## src/rtl/rocket_motion_ctl_if.sv

```systemverilog
// ---------------------------------------------------------------------------
// rocket_motion_ctl_if
// Purpose : bundles the pilot controls, environment flags and motion outputs
//           of rocket_motion_ctl into one interface.
// Signals : up, left, right         pilot controls
//           landed                  touchdown flag
//           coll_up/down/left/right collision flags
//           freeze                  hold all motion
//           x_pos, y_pos            sprite top-left position (POS_W bits)
//           started                 flight has begun
//           x_state, y_state        axis FSM state codes
//           step_x, step_y          one-cycle axis step strobes
// Modports: master drives the controls and observes the motion outputs,
//           slave is the motion controller itself.
// ---------------------------------------------------------------------------
interface rocket_motion_ctl_if #(
  parameter int POS_W = 12
);
  logic             up;
  logic             left;
  logic             right;
  logic             landed;
  logic             coll_up;
  logic             coll_down;
  logic             coll_left;
  logic             coll_right;
  logic             freeze;
  logic [POS_W-1:0] x_pos;
  logic [POS_W-1:0] y_pos;
  logic             started;
  logic [2:0]       x_state;
  logic [2:0]       y_state;
  logic             step_x;
  logic             step_y;

  modport master (
    output up, left, right, landed,
    output coll_up, coll_down, coll_left, coll_right, freeze,
    input  x_pos, y_pos, started, x_state, y_state, step_x, step_y
  );

  modport slave (
    input  up, left, right, landed,
    input  coll_up, coll_down, coll_left, coll_right, freeze,
    output x_pos, y_pos, started, x_state, y_state, step_x, step_y
  );
endinterface

```

## src/rtl/rocket_motion_ctl.sv

```systemverilog
// ---------------------------------------------------------------------------
// rocket_motion_ctl
// Purpose : moves a rocket sprite on screen. Each axis has a tick counter and
//           a variable delay; an axis steps when its counter reaches
//           STEP_BASE + delay. Accelerating states shrink the delay (faster
//           motion), coasting states grow it until the axis gives up.
// Ports   : clk          system clock
//           rst_n        asynchronous active-low reset
//           bus (slave)  controls, collision/landing flags, freeze,
//                        positions, started, FSM states, step strobes
// Config  : define ROCKET_X_WRAP_EN to make x wrap around the screen edges
//           instead of clamping.
// ---------------------------------------------------------------------------
module rocket_motion_ctl #(
  parameter int POS_W        = 12,
  parameter int DLY_W        = 24,
  parameter int XPOS_MAX     = 799,
  parameter int YPOS_MAX     = 599,
  parameter int OBJ_W        = 48,
  parameter int OBJ_H        = 64,
  parameter int X_INIT       = 20,
  parameter int Y_INIT       = 496,
  parameter int STEP_BASE    = 100000,
  parameter int DELAY_MAX    = 1000000,
  parameter int DELAY_FACTOR = 2000
) (
  input logic              clk,
  input logic              rst_n,
  rocket_motion_ctl_if.slave bus
);

  // Counter is one bit wider than the delay so STEP_BASE + delay never wraps.
  localparam int               CNT_W  = DLY_W + 1;
  localparam logic [POS_W-1:0] X_LIM  = POS_W'(XPOS_MAX - OBJ_W);
  localparam logic [POS_W-1:0] Y_LIM  = POS_W'(YPOS_MAX - OBJ_H);
  localparam logic [DLY_W-1:0] D_MAX  = DLY_W'(DELAY_MAX);
  localparam logic [DLY_W-1:0] D_F1   = DLY_W'(DELAY_FACTOR);
  localparam logic [DLY_W-1:0] D_F2   = DLY_W'(2 * DELAY_FACTOR);
  localparam logic [DLY_W-1:0] D_F3   = DLY_W'(3 * DELAY_FACTOR);
  localparam logic [CNT_W-1:0] C_BASE = CNT_W'(STEP_BASE);

  typedef enum logic [2:0] {
    Y_IDLE     = 3'd0,
    UP_ACC     = 3'd1,
    UP_COAST   = 3'd2,
    DOWN_ACC   = 3'd3,
    DOWN_COAST = 3'd4
  } y_state_t;

  typedef enum logic [2:0] {
    X_IDLE  = 3'd0,
    L_ACC   = 3'd1,
    L_COAST = 3'd2,
    R_ACC   = 3'd3,
    R_COAST = 3'd4
  } x_state_t;

  logic [CNT_W-1:0] x_cnt, y_cnt;
  logic [DLY_W-1:0] x_dly, y_dly;
  x_state_t         x_st;
  y_state_t         y_st;
  logic [POS_W-1:0] x_q, y_q;
  logic             started_q;
  logic             x_step, y_step;
  logic [DLY_W-1:0] y_up_coast_dly, y_dn_coast_dly;
  logic [DLY_W-1:0] x_lc_dly, x_rc_dly;

  // Saturating delay arithmetic; the sum is formed one bit wider to catch
  // overflow before clamping to the ceiling.
  function automatic logic [DLY_W-1:0] dly_inc(input logic [DLY_W-1:0] d,
                                               input logic [DLY_W-1:0] amt);
    logic [DLY_W:0] sum;
    sum = {1'b0, d} + {1'b0, amt};
    return (sum >= {1'b0, D_MAX}) ? D_MAX : sum[DLY_W-1:0];
  endfunction

  function automatic logic [DLY_W-1:0] dly_dec(input logic [DLY_W-1:0] d,
                                               input logic [DLY_W-1:0] amt);
    return (d > amt) ? d - amt : '0;
  endfunction

  // One pixel left/right; edges either clamp or wrap depending on the build.
  function automatic logic [POS_W-1:0] move_left(input logic [POS_W-1:0] x);
`ifdef ROCKET_X_WRAP_EN
    return (x == '0) ? X_LIM : x - 1'b1;
`else
    return (x == '0) ? '0 : x - 1'b1;
`endif
  endfunction

  function automatic logic [POS_W-1:0] move_right(input logic [POS_W-1:0] x);
`ifdef ROCKET_X_WRAP_EN
    return (x >= X_LIM) ? '0 : x + 1'b1;
`else
    return (x >= X_LIM) ? x : x + 1'b1;
`endif
  endfunction

  // Step strobes are decoded straight from the registered counters so they
  // line up with the edge that performs the update; freeze masks them.
  assign x_step = !bus.freeze && (x_cnt == C_BASE + {1'b0, x_dly});
  assign y_step = !bus.freeze && (y_cnt == C_BASE + {1'b0, y_dly});

  // Coasting delays are needed both as the new value and for the
  // "gave up" comparison, so they are computed once here.
  assign y_up_coast_dly = dly_inc(y_dly, D_F2);
  assign y_dn_coast_dly = dly_inc(y_dly, D_F3);
  assign x_lc_dly       = dly_inc(x_dly, bus.right ? D_F2 : D_F1);
  assign x_rc_dly       = dly_inc(x_dly, bus.left  ? D_F2 : D_F1);

  // Vertical axis: tick counter, delay, position, FSM and the started flag.
  // Everything except the counter only moves on a step.
  always_ff @(posedge clk or negedge rst_n) begin
    if (!rst_n) begin
      y_cnt     <= '0;
      y_dly     <= D_MAX;
      y_st      <= Y_IDLE;
      y_q       <= POS_W'(Y_INIT);
      started_q <= 1'b0;
    end else if (!bus.freeze) begin
      if (y_step) begin
        y_cnt <= '0;
        case (y_st)
          Y_IDLE: begin
            y_dly <= D_MAX;
            if (bus.up) begin
              y_st      <= UP_ACC;
              started_q <= 1'b1;
            end else begin
              started_q <= 1'b0;
            end
          end
          UP_ACC: begin
            y_q   <= (y_q != '0) ? y_q - 1'b1 : '0;
            y_dly <= dly_dec(y_dly, D_F1);
            if (bus.coll_up)  y_st <= DOWN_ACC;
            else if (!bus.up) y_st <= UP_COAST;
          end
          UP_COAST: begin
            y_q   <= (y_q != '0) ? y_q - 1'b1 : '0;
            y_dly <= y_up_coast_dly;
            if (bus.coll_up)                y_st <= DOWN_ACC;
            else if (bus.up)                y_st <= UP_ACC;
            else if (y_up_coast_dly == D_MAX) y_st <= DOWN_ACC;
          end
          DOWN_ACC: begin
            if (y_q < Y_LIM) y_q <= y_q + 1'b1;
            y_dly <= dly_dec(y_dly, D_F1);
            if (bus.landed)         y_st <= Y_IDLE;
            else if (bus.coll_down) y_st <= UP_ACC;
            else if (bus.up)        y_st <= DOWN_COAST;
            else if (y_q >= Y_LIM)  y_st <= Y_IDLE;
          end
          DOWN_COAST: begin
            if (y_q < Y_LIM) y_q <= y_q + 1'b1;
            y_dly <= y_dn_coast_dly;
            if (bus.landed)                   y_st <= Y_IDLE;
            else if (bus.coll_down)           y_st <= UP_ACC;
            else if (!bus.up)                 y_st <= DOWN_ACC;
            else if (y_dn_coast_dly == D_MAX) y_st <= UP_ACC;
          end
          default: y_st <= Y_IDLE;
        endcase
      end else begin
        y_cnt <= y_cnt + 1'b1;
      end
    end
  end

  // Horizontal axis: same counter scheme. Pilot keys only launch sideways
  // motion once the flight has started, but a collision in idle always
  // pushes the rocket away from the obstacle.
  always_ff @(posedge clk or negedge rst_n) begin
    if (!rst_n) begin
      x_cnt <= '0;
      x_dly <= D_MAX;
      x_st  <= X_IDLE;
      x_q   <= POS_W'(X_INIT);
    end else if (!bus.freeze) begin
      if (x_step) begin
        x_cnt <= '0;
        case (x_st)
          X_IDLE: begin
            x_dly <= D_MAX;
            if (bus.coll_right)                 x_st <= L_ACC;
            else if (bus.coll_left)             x_st <= R_ACC;
            else if (started_q && bus.left)     x_st <= L_ACC;
            else if (started_q && bus.right)    x_st <= R_ACC;
          end
          L_ACC: begin
            x_q   <= move_left(x_q);
            x_dly <= dly_dec(x_dly, D_F1);
            if (bus.landed)         x_st <= X_IDLE;
            else if (bus.coll_left) x_st <= R_ACC;
            else if (!bus.left)     x_st <= L_COAST;
          end
          L_COAST: begin
            x_q   <= move_left(x_q);
            x_dly <= x_lc_dly;
            if (bus.landed)             x_st <= X_IDLE;
            else if (bus.coll_left)     x_st <= R_ACC;
            else if (bus.left)          x_st <= L_ACC;
            else if (x_lc_dly == D_MAX) x_st <= X_IDLE;
          end
          R_ACC: begin
            x_q   <= move_right(x_q);
            x_dly <= dly_dec(x_dly, D_F1);
            if (bus.landed)          x_st <= X_IDLE;
            else if (bus.coll_right) x_st <= L_ACC;
            else if (!bus.right)     x_st <= R_COAST;
          end
          R_COAST: begin
            x_q   <= move_right(x_q);
            x_dly <= x_rc_dly;
            if (bus.landed)             x_st <= X_IDLE;
            else if (bus.coll_right)    x_st <= L_ACC;
            else if (bus.right)         x_st <= R_ACC;
            else if (x_rc_dly == D_MAX) x_st <= X_IDLE;
          end
          default: x_st <= X_IDLE;
        endcase
      end else begin
        x_cnt <= x_cnt + 1'b1;
      end
    end
  end

  assign bus.x_pos   = x_q;
  assign bus.y_pos   = y_q;
  assign bus.started = started_q;
  assign bus.x_state = x_st;
  assign bus.y_state = y_st;
  assign bus.step_x  = x_step;
  assign bus.step_y  = y_step;

endmodule

```

## src/flat_wrapper.sv

```systemverilog
// flat-port wrapper written by rule: the top's interface ports become plain ports
module rocket_motion_ctl_flat 
#(
  parameter int POS_W        = 12,
  parameter int DLY_W        = 24,
  parameter int XPOS_MAX     = 799,
  parameter int YPOS_MAX     = 599,
  parameter int OBJ_W        = 48,
  parameter int OBJ_H        = 64,
  parameter int X_INIT       = 20,
  parameter int Y_INIT       = 496,
  parameter int STEP_BASE    = 100000,
  parameter int DELAY_MAX    = 1000000,
  parameter int DELAY_FACTOR = 2000
)
  (clk, rst_n, bus_up, bus_left, bus_right, bus_landed, bus_coll_up, bus_coll_down, bus_coll_left, bus_coll_right, bus_freeze, bus_x_pos, bus_y_pos, bus_started, bus_x_state, bus_y_state, bus_step_x, bus_step_y);
  rocket_motion_ctl_if #(.POS_W(POS_W)) bus_i ();
  input logic clk;
  input logic rst_n;
  input wire logic [$bits(bus_i.up)-1:0] bus_up;
  input wire logic [$bits(bus_i.left)-1:0] bus_left;
  input wire logic [$bits(bus_i.right)-1:0] bus_right;
  input wire logic [$bits(bus_i.landed)-1:0] bus_landed;
  input wire logic [$bits(bus_i.coll_up)-1:0] bus_coll_up;
  input wire logic [$bits(bus_i.coll_down)-1:0] bus_coll_down;
  input wire logic [$bits(bus_i.coll_left)-1:0] bus_coll_left;
  input wire logic [$bits(bus_i.coll_right)-1:0] bus_coll_right;
  input wire logic [$bits(bus_i.freeze)-1:0] bus_freeze;
  output wire logic [$bits(bus_i.x_pos)-1:0] bus_x_pos;
  output wire logic [$bits(bus_i.y_pos)-1:0] bus_y_pos;
  output wire logic [$bits(bus_i.started)-1:0] bus_started;
  output wire logic [$bits(bus_i.x_state)-1:0] bus_x_state;
  output wire logic [$bits(bus_i.y_state)-1:0] bus_y_state;
  output wire logic [$bits(bus_i.step_x)-1:0] bus_step_x;
  output wire logic [$bits(bus_i.step_y)-1:0] bus_step_y;
  assign bus_i.up = bus_up;
  assign bus_i.left = bus_left;
  assign bus_i.right = bus_right;
  assign bus_i.landed = bus_landed;
  assign bus_i.coll_up = bus_coll_up;
  assign bus_i.coll_down = bus_coll_down;
  assign bus_i.coll_left = bus_coll_left;
  assign bus_i.coll_right = bus_coll_right;
  assign bus_i.freeze = bus_freeze;
  assign bus_x_pos = bus_i.x_pos;
  assign bus_y_pos = bus_i.y_pos;
  assign bus_started = bus_i.started;
  assign bus_x_state = bus_i.x_state;
  assign bus_y_state = bus_i.y_state;
  assign bus_step_x = bus_i.step_x;
  assign bus_step_y = bus_i.step_y;
  rocket_motion_ctl #(.POS_W(POS_W), .DLY_W(DLY_W), .XPOS_MAX(XPOS_MAX), .YPOS_MAX(YPOS_MAX), .OBJ_W(OBJ_W), .OBJ_H(OBJ_H), .X_INIT(X_INIT), .Y_INIT(Y_INIT), .STEP_BASE(STEP_BASE), .DELAY_MAX(DELAY_MAX), .DELAY_FACTOR(DELAY_FACTOR)) u_core (.clk(clk), .rst_n(rst_n), .bus(bus_i));
endmodule
```

## config.mk

```make
export PLATFORM = sky130hd
export DESIGN_NAME = rocket_motion_ctl_flat
export DESIGN_NICKNAME = d
export VERILOG_FILES = /design/src/rtl/rocket_motion_ctl_if.sv /design/src/rtl/rocket_motion_ctl.sv /design/src/flat_wrapper.sv
export SDC_FILE = /design/constraint.sdc
export NUM_CORES = 1
export LEC_CHECK = 0
export ABC_AREA = 0
export CAP_MARGIN = 40
export CORE_ASPECT_RATIO = 0.5
export CORE_UTILIZATION = 55
export DETAILED_ROUTE_END_ITERATION = 16
export GPL_TIMING_DRIVEN = 0
export PLACE_DENSITY_LB_ADDON = 0.08
export SYNTH_ARGS = -nofsm -noshare
export SYNTH_HDL_FRONTEND = slang
export SYNTH_SLANG_ARGS = --single-unit
```

## constraint.sdc

```tcl
create_clock -name clk -period 4.81 [get_ports clk]
set_input_delay 0.962 -clock clk [delete_from_list [all_inputs] [get_ports clk]]
set_output_delay 0.962 -clock clk [all_outputs]
set_load 0.05 [all_outputs]
```

==> impl_metrics.csv, run 1 <==
group,metric,value,unit
status,status,"complete, no violations",
route,vias,13000,
global_routing,antenna_found_initial,0,
clocking,cts_root_buf,"clkbuf_16",
critical_path,path_delay_family,"buffers and inverters",
critical_path,start_kind,"primary input",
logic_synthesis,yosys.area.top_type_share,22.4,%
critical_path,critical_path_class,"primary input to output port",
logic_synthesis,synth_commonest_cells,"nor2_1, nand2_1, dfrtp_1",
route,wirelength,39800,um
timing,layout_setup_ws,0.114,ns
logic_synthesis,ys.flop_type,"dfrtp_1",
job,max-cap-violations,0,
timing,timing.fmax,213,MHz
clocking,cts_sinks,129,
timing,rsz0062_at_grt,"false",
critical_path,worst-path-buf-inv,4,
global_routing,grt_overflow_total,0,
logic_synthesis,synth_seq_cells,129,
logic_synthesis,async_flop_share,100,%
route,drc,0,
final_layout,utilization,65.0,%
route,drt_iter0_drc,1619,
place,io_buffers,43,
route,postRouteAntennaNets,0,
power,p_per_area,202,nW/um^2
floorplan,start_util,57.4,%
floorplan,dieArea,22600,sq um
timing,whs,0.418,ns
critical_path,crit_arrival,3.73,ns
timing,slew_viol_final,0,
logic_synthesis,syn-num-nets,1625,
clocking,cts-buffers-inserted,17,
place,gp_congestion,0.997,
floorplan,die_y,107,um
floorplan,die_w,211,um
logic_synthesis,synth_edf_count,0,
logic_synthesis,synth_cells,1589,
clocking,path_clk_slew,0.06,ns
place,placed_cell_area,12900,sq um
logic_synthesis,yosysUniqueCellTypes,87,
logic_synthesis,ys_seq_area_share,27.0,%
clocking,cts_tree,"yes",
timing,finalClockSkew,0.00869,ns
final_layout,n_fill_cell,1894,
critical_path,slowest_stage,"clkdlybuf4s50_1",
timing,finalHoldViolations,0,
power,finalPower,2.76,mW
final_layout,fin_area,13700,sq um
floorplan,io_pins,44,
route,dr.pass1.iters,8,
floorplan,rows,37,
route,via_per_inst,6.64,
global_routing,gr-usage-all-layers,36.1,%
final_layout,syn2layout_area_growth,13.3,%
final_layout,diodes,0,
timing,tightest_slew,0.971,ns
logic_synthesis,synth_top_area_cell,"dfrtp_1",
clocking,clk_latency,0.45,ns
global_routing,grt_max_degree,92,
timing,period_needed,4.70,ns
critical_path,critPathMaxStageDelay,0.53,ns
global_routing,grt_pass1_vias,12100,
final_layout,final_nets,1691,
critical_path,worst-path-max-fanout,19,
final_layout,drive_gt1_share,7.85,%
floorplan,fp.coreArea,21000,sq um
final_layout,register_area,3260,sq um
logic_synthesis,yosysMostFrequentCell,"nor2_1",
timing,max-slew-margin-rel,34.7,%
logic_synthesis,ys_warn_count,0,
final_layout,multi_input_area,8300,sq um
power,peakVddDrop,196,uV
logic_synthesis,synthesis.area,12100,sq um
critical_path,crit_path_end_kind,"output port",
clocking,cts_buffer_depth,2,
timing,setup-violations-final,0,
logic_synthesis,syn_area_per_cell,7.59,sq um
place,pre_cts_ws,-1.19,ns
global_routing,grt_pass1_wl,64400,um
route,wire_per_inst,20.3,um
logic_synthesis,yosys-top-cells-area,"dfrtp_1, nor2_1, xnor2_1",
place,dp_hpwl,29000,um
clocking,h-tree-depth,4,
clocking,cts_hold_buf,0,
worst_hold_path,hp-class,"primary input to asynchronous set/reset pin",
critical_path,cp.required,3.85,ns
timing,fin_crit_sh,97.6,%
critical_path,path_cells,"clkdlybuf4s50_1, nor4_1, nand2_1, a2111oi_2, nand4_1, a2111oi_4, clkbuf_4, clkbuf_8, buf_4",
power,p_leak,5.33,nW
==> worst paths after layout <==
kind / start / endpoint / slack [ns] / cells after the start
setup / recovery: bus_freeze / bus_step_x / 0.11 / 9
hold / removal: rst_n / u_core.y_cnt[23]$_DFFE_PN0N_ / 0.42 / 1
max in group asynchronous: rst_n / u_core.x_dly[16]$_DFFE_PN1P_ / 3.55 / 2
setup reg to reg: u_core.y_dly[11]$_DFFE_PN0P_ / u_core.bus.y_pos[6]$_DFFE_PN1P_ / 0.26 / 12
hold reg to reg: u_core.bus.y_pos[7]$_DFFE_PN1P_ / u_core.bus.y_pos[7]$_DFFE_PN1P_ / 0.55 / 2
min in group clk: u_core.bus.y_pos[7]$_DFFE_PN1P_ / u_core.bus.y_pos[7]$_DFFE_PN1P_ / 0.55 / 2
==> worst reg2reg max path, stage by stage, from the launching register on <==
cell	delay [ns]
dfrtp_1	0.32
clkbuf_1	0.28
clkbuf_1	0.42
nand4_1	0.28
a21oi_1	0.38
o211ai_1	0.15
xnor2_1	0.19
a2111o_1	0.45
nor4_1	0.67
buf_2	0.35
nand2_1	0.18
clkbuf_1	0.31
o31ai_1	0.46
==> registers in the layout, indices dropped and copies added (netlist names) <==
signal / count
u_core.y_cnt: 25
u_core.bus.y_state: 3
u_core.bus.y_pos: 12
u_core.bus.x_state: 3
u_core.x_cnt: 25
u_core.x_dly: 24
u_core.bus.started: 1
u_core.bus.x_pos: 12
u_core.y_dly: 24
==> layer usage <==
layer	wire length, um	GRT usage, %	vias up
li1	-	-	5984
met1	17800	50.1	6223
met2	17100	55.0	685
met3	3610	7.00	122
met4	1300	14.5	0
met5	0	0	-
==> metrics by stage <==
stage / std cells / setup TNS, ns
floorplan: 1589 / 0
detailed placement: 1929 / -10.83
global placement: 1924 / -291.48
finish: 1960 / 0
CTS: 1959 / 0
global route: 1960 / 0
==> cells by family (layout without fill, tap and decap cells) <==
kind of cell / count (synthesis) / count (layout) / synth area share, %
AO/OA/AOI/OAI: 462 / 462 / 25.8
adder cells (fa/ha/maj): 25 / 25 / 2.72
AND/OR/NAND/NOR: 667 / 667 / 28.0
XOR/XNOR: 140 / 140 / 10.2
flip-flops: 129 / 129 / 27.0
buffers and inverters: 151 / 230 / 4.99
multiplexers: 15 / 15 / 1.33
==> placed cells by master, fill, tap and decap left out, types with 17 or more instances in the layout <==
master           instances
nor2_1                 169
nand2_1                134
dfrtp_1                107
o21ai_0                104
a21oi_1                 97
xnor2_1                 73
clkbuf_1                69
nand3_1                 67
xor2_1                  67
nor3_1                  60
inv_1                   45
clkdlybuf4s50_1         39
nor4_1                  34
o31ai_1                 34
and3_1                  32
a31oi_1                 30
nand4_1                 26
nand2b_1                23
nor2b_1                 22
ha_1                    21
dfstp_2                 21
a21o_1                  17
clkbuf_16               17
==> layout make-up <==
cell class	count	area share (%)
Multi-Input combinational cell	1309	60.8
Sequential cell	129	23.8
Timing Repair Buffer	50	3.67
Clock buffer	22	3.62
Buffer	101	3.21
Tap cell	292	2.67
Inverter	47	1.29
Clock inverter	10	0.898
==> where the power goes <==
group | total, mW | switching [mW] | internal (mW)
logic | 0.191 | 0.109 | 0.0827
registers | 1.18 | 0.0545 | 1.13
clock network | 1.39 | 0.553 | 0.836
total | 2.76 | 0.716 | 2.05
==> timing repair <==
action                                  CTS  global route
gates resized for setup                  25            22
endpoints found under the setup margin   10            23
buffers inserted                          1             1
pin swaps                                 1             2
Power figures use the tool's default switching activity.
==> inputs of run 2 (changes only) <==
Settings changed: SKIP_CTS_REPAIR_TIMING set to 1.
==> run 2 against run 1 <==
First-iteration DRC count increased by 0.31%. Critical endpoint unchanged. Final area increased by 0.39%. Clock power about the same. Highest routed layer unchanged. Sequential share of layout area decreased by 0.094 points. Largest cell class unchanged. Largest power group unchanged.
==> impl_metrics.csv, run 2 (same netlist as run 1, synthesis figures left out) <==
group,metric,value,unit
global_routing,grtUsageMet1,50.1,%
clocking,cts_buffer_depth,2,
critical_path,path_common_cell,"clkbuf_4",
timing,fin_crit_sh,99.4,%
floorplan,fp.coreArea,21000,sq um
timing,layout_setup_ws,0.0306,ns
route,vias,13100,
critical_path,path_cells,"ha_1, xnor2_1, nor4_2, nand2_2, a2111oi_2, nand4_1, a2111oi_4, buf_4, clkbuf_4, clkbuf_4, clkbuf_4",
place,gp_congestion,0.997,
critical_path,critPathMaxStageDelay,0.67,ns
power,p_per_area,202,nW/um^2
final_layout,final_common_cell,"nor2_1",
place,dp_hpwl,29000,um
final_layout,final_cell_mix,"nor2_1, nand2_1, dfrtp_1, o21ai_0, a21oi_1",
floorplan,rows,37,
clocking,cts-buffers-inserted,17,
route,drt_iter0_drc,1624,
critical_path,slowest_stage,"dfstp_2",
timing,whs,0.414,ns
timing,slew_viol_final,0,
status,status,"complete, no violations",
final_layout,reg.largest.list,"u_core.x_cnt x25, u_core.y_cnt x25",
timing,rsz0062_at_grt,"true",
global_routing,grt_pass1_wl,64400,um
route,wire_per_inst,20.3,um
power,peakVddDrop,195,uV
route,drc,0,
timing,setup-violations-final,0,
floorplan,die_w,211,um
critical_path,cp.required,3.85,ns
power,p_leak,5.37,nW
power,finalPower,2.77,mW
floorplan,io_pins,44,
final_layout,syn2layout_area_growth,13.7,%
global_routing,met2_usage,54.8,%
clocking,clk_latency,0.46,ns
floorplan,die_y,107,um
route,wirelength,39900,um
global_routing,grt_pass1_vias,12200,
clocking,h-tree-depth,4,
timing,tightest_slew,0.986,ns
place,io_buffers,43,
final_layout,final_nets,1694,
timing,max-slew-margin-rel,33.7,%
clocking,cts_root_buf,"clkbuf_16",
floorplan,start_util,57.4,%
floorplan,dieArea,22600,sq um
timing,finalClockSkew,0.0131,ns
clocking,path_clk_slew,0.06,ns
clocking,cts_tree,"yes",
final_layout,diodes,0,
critical_path,critical_path_class,"register to output port",
global_routing,busiest_layer,"met2",
timing,timing.fmax,209,MHz
job,max-cap-violations,0,
final_layout,drive_gt1_share,8.38,%
critical_path,crit_arrival,3.82,ns
timing,period_needed,4.78,ns
critical_path,worst-path-max-fanout,10,
global_routing,antenna_found_initial,0,
timing,finalHoldViolations,0,
critical_path,crit_path_end_kind,"output port",
worst_hold_path,hp-class,"primary input to asynchronous set/reset pin",
route,via_per_inst,6.65,
place,pre_cts_ws,-1.19,ns
global_routing,grt_overflow_total,0,
route,postRouteAntennaNets,0,
critical_path,start_kind,"register",
clocking,cts_sinks,129,
global_routing,gr-usage-all-layers,36.1,%
final_layout,n_fill_cell,1885,
global_routing,grtUsageMet3,7.21,%
route,dr.pass1.iters,7,
global_routing,grt_max_degree,92,
run 2: path summary, 6_finish.rpt:
kind                                                 start                               to  slack, ns  cells after the start
max in group asynchronous                            rst_n     u_core.x_dly[16]$_DFFE_PN1P_       3.55                      2
setup reg to reg              u_core.y_dly[11]$_DFFE_PN0P_  u_core.bus.y_pos[6]$_DFFE_PN1P_       0.30                     12
min in group clk           u_core.bus.y_pos[7]$_DFFE_PN1P_  u_core.bus.y_pos[7]$_DFFE_PN1P_       0.55                      2
hold / removal                                       rst_n     u_core.y_cnt[23]$_DFFE_PN0N_       0.41                      1
setup / recovery               u_core.x_dly[6]$_DFFE_PN1P_                       bus_step_x       0.03                     11
hold reg to reg            u_core.bus.y_pos[7]$_DFFE_PN1P_  u_core.bus.y_pos[7]$_DFFE_PN1P_       0.55                      2
run 2: where the power goes:
group          internal, mW  total [mW]  switching, mW  leakage, nW
clock network         0.836        1.39          0.553        0.296
registers              1.13        1.18         0.0552         1.68
logic                0.0835       0.195          0.112         3.39
total                  2.05        2.77          0.720         5.37
run 2: routing by layer:
metal  vias to the layer above  share of wire (%)
li1                       6003                  -
met1                      6279                 45
met2                       673                 44
met3                        97                8.4
met4                         0                2.8
met5                         -                  0
run 2: per-stage QoR:
step | util, % | instances | setup TNS [ns] | area (sq um)
floorplan | - | 1589 | 0 | 12100
global placement | 61.2 | 1924 | -291.48 | 12900
detailed placement | 61.4 | 1929 | -10.83 | 12900
CTS | 64.4 | 1961 | -3.36 | 13500
global route | 65.2 | 1963 | -0.0322 | 13700
finish | 65.2 | 1963 | 0 | 13700
run 2: area by class of cell:
class	count	area [sq um]	share of cell area, %
Buffer	102	440	3.21
Inverter	47	176	1.29
Sequential cell	129	3260	23.7
Timing Repair Buffer	52	519	3.79
Multi-Input combinational cell	1309	8340	60.8
Clock inverter	10	123	0.894
Tap cell	292	365	2.66
Clock buffer	22	494	3.60
run 2: critical path: cells and delay by family (launching register included):
family	cells	cell delay, ns
flops	1	0.67
fa+ha+maj	1	0.30
buf+inv	4	0.96
simple gates	3	0.57
compound gates	2	0.71
xor+xnor	1	0.14
==> inputs of run 3 (changes only) <==
Settings changed: ABC_AREA 0 to not set.
==> results of run 3 <==
Same layout as run 2: the final DEF is identical, and so are final timing and power.
